File: src/rtl/seq_divider_pkg.sv
// Shared types and helpers for the sequential restoring divider.
package seq_divider_pkg;

    localparam int W_DEF = 3;

    typedef enum logic [1:0] {
        IDLE = 2'd0,
        RUN  = 2'd1,
        DONE = 2'd2
    } state_e;

    // One-bit full adder: returns {carry_out, sum}.
    function automatic logic [1:0] full_add(
        input logic a,
        input logic b,
        input logic ci
    );
        return {(a & b) | (ci & (a ^ b)), a ^ b ^ ci};
    endfunction

endpackage

File: src/rtl/seq_divider_div_step.sv
// One restoring-division step: t - d through a ripple-carry chain.
module div_step
    import seq_divider_pkg::*;
#(
    parameter int W = W_DEF
) (
    input  logic [W:0]   t,
    input  logic [W-1:0] d,
    output logic         ge,
    output logic [W:0]   diff
);

    logic [W:0]   nd;
    logic [W+1:0] c;
    logic [1:0]   fa;

    // t + ~d + 1; carry-out high means no borrow, i.e. t >= d
    always_comb begin
        nd   = ~{1'b0, d};
        c    = '0;
        c[0] = 1'b1;
        diff = '0;
        fa   = '0;
        for (int i = 0; i <= W; i++) begin
            fa       = full_add(t[i], nd[i], c[i]);
            diff[i]  = fa[0];
            c[i+1]   = fa[1];
        end
        ge = c[W+1];
    end

endmodule

File: src/rtl/seq_divider.sv
// Multi-cycle restoring divider: 2W-bit dividend / W-bit divisor,
// one quotient bit per clock.
module seq_divider
    import seq_divider_pkg::*;
#(
    parameter int W = W_DEF
) (
    input  logic             clk,
    input  logic             rst,
    input  logic             start,
    input  logic [2*W-1:0]   dividend,
    input  logic [W-1:0]     divisor,
    output logic             ready,
    output logic             busy,
    output logic             done,
    output logic [2*W-1:0]   quotient,
    output logic [W-1:0]     remainder,
    output logic             div_err
);

    localparam int N  = 2 * W;
    localparam int CW = $clog2(N + 1);
    localparam logic [CW-1:0] LAST = CW'(N - 1);

    state_e         state_q, state_d;
    logic [CW-1:0]  cnt_q, cnt_d;
    logic [N-1:0]   q_q, q_d;
    logic [W-1:0]   rem_q, rem_d;
    logic [W-1:0]   dsr_q, dsr_d;
    logic [N-1:0]   quo_q, quo_d;
    logic [W-1:0]   remo_q, remo_d;
    logic           err_q, err_d;

    logic [W:0]     t;
    logic [W:0]     diff;
    logic           ge;
    logic           unused_diff_msb;

    // Partial remainder stays below the divisor, so its top bit is always 0
    assign t               = {rem_q, q_q[N-1]};
    assign unused_diff_msb = diff[W];

    div_step #(.W(W)) u_step (
        .t    (t),
        .d    (dsr_q),
        .ge   (ge),
        .diff (diff)
    );

    always_comb begin
        state_d = state_q;
        cnt_d   = cnt_q;
        q_d     = q_q;
        rem_d   = rem_q;
        dsr_d   = dsr_q;
        quo_d   = quo_q;
        remo_d  = remo_q;
        err_d   = err_q;
        unique case (state_q)
            IDLE, DONE: begin
                if (start) begin
                    dsr_d = divisor;
                    q_d   = dividend;
                    rem_d = '0;
                    cnt_d = '0;
                    err_d = 1'b0;
                    if (divisor == '0) begin
                        state_d = DONE;
                        quo_d   = '1;
                        remo_d  = '0;
                        err_d   = 1'b1;
                    end else begin
                        state_d = RUN;
                    end
                end else if (state_q == DONE) begin
                    state_d = IDLE;
                end
            end
            RUN: begin
                q_d   = {q_q[N-2:0], ge};
                rem_d = ge ? diff[W-1:0] : t[W-1:0];
                cnt_d = cnt_q + CW'(1);
                if (cnt_q == LAST) begin
                    state_d = DONE;
                    quo_d   = q_d;
                    remo_d  = rem_d;
                end
            end
            default: state_d = IDLE;
        endcase
    end

    always_ff @(posedge clk) begin
        if (rst) begin
            state_q <= IDLE;
            cnt_q   <= '0;
            q_q     <= '0;
            rem_q   <= '0;
            dsr_q   <= '0;
            quo_q   <= '0;
            remo_q  <= '0;
            err_q   <= 1'b0;
        end else begin
            state_q <= state_d;
            cnt_q   <= cnt_d;
            q_q     <= q_d;
            rem_q   <= rem_d;
            dsr_q   <= dsr_d;
            quo_q   <= quo_d;
            remo_q  <= remo_d;
            err_q   <= err_d;
        end
    end

    assign ready     = (state_q == IDLE) || (state_q == DONE);
    assign busy      = (state_q == RUN);
    assign done      = (state_q == DONE);
    assign quotient  = quo_q;
    assign remainder = remo_q;
    assign div_err   = err_q;

endmodule

File: config.mk
export PLATFORM = sky130hd
export DESIGN_NAME = seq_divider
export DESIGN_NICKNAME = d
export VERILOG_FILES = /design/src/rtl/seq_divider_pkg.sv /design/src/rtl/seq_divider_div_step.sv /design/src/rtl/seq_divider.sv
export SDC_FILE = /design/constraint.sdc
export NUM_CORES = 1
export LEC_CHECK = 0
export CAP_MARGIN = 15
export CORE_UTILIZATION = 55
export CTS_CLUSTER_SIZE = 30
export DETAILED_ROUTE_END_ITERATION = 6
export DONT_BUFFER_PORTS = 1
export PLACE_DENSITY = 0.69
export SYNTH_ARGS = -nofsm -noshare
export SYNTH_HDL_FRONTEND = slang
export SYNTH_HIERARCHICAL = 1
export SYNTH_SLANG_ARGS = --single-unit
File: constraint.sdc
create_clock -name clk -period 2.8 [get_ports clk]
set_clock_uncertainty 0.05 [all_clocks]
set_input_delay 0.84 -clock clk [delete_from_list [all_inputs] [get_ports clk]]
set_output_delay 0.84 -clock clk [all_outputs]
set_load 0.01 [all_outputs]
==> flow_summary.toml, run 1 <==
[floorplan]
io_pins = 25
start_util_pct = 58.14
die_w_um = 50.36
die_y_um = 50.36
rows = 17
core_area_mm2 = 0.002212
dieArea_mm2 = 0.002536

[clocking]
cts_sinks = 27
cts_root_buf = "clkbuf_4"
post_cts_buffers = 0
numCtsBuffers = 3
postCtsHoldBufs = 0
clk_pin_slew_ns = 0.14
ctsResizeCount = 0
cts_tree = "done"
htreeDepth = 1
cts_buffer_depth = 2
clock_latency_ns = 0.32

[sta]
setup_slack_ns = 0.3767
max_freq_mhz = 412.7
relSlewSlack_pct = 59.38
timing.final.crit_share_pct = 86.55
slew_violations = 0
rsz0062_at_grt = "no"
finalHoldViolations = 0
tightest_slew_ns = 0.6093
setup_viol = 0
layout_min_cycle_time_ns = 2.423
finalSetupTns_ns = 0
hold_slack_ns = 0.4190

[synthesis]
synthesis.area_mm2 = 0.001286
syn_avg_cell_area_um2 = 8.810
synthCells = 146
synth_fp_nets = 164
synth_warnings = 6

[critical_path]
crit_required_ns = 2.96
worstSetupPathType = "reg2reg"
cp.arrival_ns = 2.59
path_cells = "inv_1 > ha_1 > fa_1 > fa_1 > ha_1 > inv_1 > mux2_2 > nand3b_1 > mux2i_1"
worst_path_max_delay_cell = "fa_1"
worstSetupEndpointType = "flip-flop"
start_kind = "flip-flop"
crit_fanout = 5
crit_path_max_incr_delay_ns = 0.39

[routing]
drc = 0
via_count = 992
routed_wl_um = 2461
drtIter0Drc = 14
drtPass1Iterations = 4
via_per_inst = 5.835
antenna_left = 0
avgRoutedWirePerCell_um = 14.48

[run]
max_cap_violations = 0

[placement]
place_area_mm2 = 0.001280
post-place-ws_ns = 0.3926
portBuffers = 0
hpwl_um = 1722
place_congestion = 0.7241

[final_layout]
drive_above_1_share_pct = 8.451
antenna_cells = 0
final_area_mm2 = 0.001308
nFillCells = 223
synthToLayoutAreaGrowth_pct = 1.653
layout.nets = 161

[global_routing]
grt_overflow_total = 0
antenna_found_initial = 0
grt_max_degree = 31
grt_usage_pct = 21.90
grt_pass1_vias = 972
grt_pass1_wl_um = 4243

[hold_path]
hold_class = "reg2reg"

[pwr]
ir_worst_vdd_mv = 0.4534
p_per_area_mw_per_mm2 = 550.9
leakage_nw = 0.4919

[run_status]
status = "finished clean"
-- where the power goes --
part / total (W) / internal, W / switching (W)
clock network: 0.000166 / 0.0000535 / 0.000113
logic: 0.000118 / 0.0000510 / 0.0000674
registers: 0.000435 / 0.000410 / 0.0000250
total: 0.000720 / 0.000515 / 0.000205
-- area by class of cell --
cell class,instances,area [um^2],share of cell area [%]
tap,28,35.03,2.679
inverter,17,63.81,4.880
sequential,27,540.5,41.34
clock inverter,1,5.005,0.3828
clock buffer,3,22.52,1.722
timing repair buffer,2,15.01,1.148
multi-input combinational,92,625.6,47.85
-- placed cells by master (no fill, tap or decap), types with 3 or more instances in the layout --
| cell | instances |
|---|---|
| dfxtp_1 | 27 |
| inv_1 | 16 |
| nand2_1 | 14 |
| a21oi_1 | 10 |
| nor3_1 | 9 |
| nand2b_1 | 7 |
| a211oi_1 | 7 |
| nor4_1 | 6 |
| nand3_1 | 6 |
| o22ai_1 | 4 |
| nand3b_1 | 4 |
| ha_1 | 4 |
| mux2_2 | 3 |
| mux2i_1 | 3 |
| nor2_1 | 3 |
| clkbuf_4 | 3 |
-- metal layers --
layer	routed length, um	up-vias	track usage, %
met4	21	0	6.944
met3	205	4	5.152
met5	0	-	0
met2	1149	43	36.89
met1	1084	451	27.46
li1	-	494	-
-- flip-flops by register name (all words and copies together) (netlist names) --
name	cells
q_q	6
quotient	6
cnt_q	3
dsr_q	3
rem_q	3
remainder	3
state_q	2
div_err	1
-- critical path, delay by kind of cell, from the launching register on --
family / cells / cell delay (ns)
and+or+nand+nor: 1 / 0.09
DFF: 1 / 0.38
muxes: 2 / 0.44
buffers and inverters: 2 / 0.19
adders and majority gates: 4 / 1.15
-- path summary, 6_finish.rpt --
path         cells past startpoint      endpoint  slack (ns)      from
max                              9  remainder[0]        0.38    q_q[5]
min                              2      dsr_q[0]        0.42  dsr_q[0]
max reg2reg                      9  remainder[0]        0.38    q_q[5]
min reg2reg                      2      dsr_q[0]        0.42  dsr_q[0]
-- metrics by stage --
step           power [W]  instances  util, %
6_report       0.0007203        170    59.11
5_1_grt        0.0007613        170    59.11
4_1_cts        0.0007233        170    59.11
3_5_place_dp   0.0005630        166    57.86
3_3_place_gp   0.0005566        166    57.86
2_1_floorplan  0.0005447        146        -
Note: power is estimated with default switching activity, not from simulation.
==> run 2: changes to the inputs <==
Settings changed: CTS_CLUSTER_SIZE 30 to default.
==> results of run 2 <==
Final layout, timing and power as in run 1 (identical DEF).
==> run 3: changes to the inputs <==
Settings changed: CTS_CLUSTER_SIZE from default to 14.
==> results of run 3 <==
Final layout, timing and power as in run 1 (identical DEF).
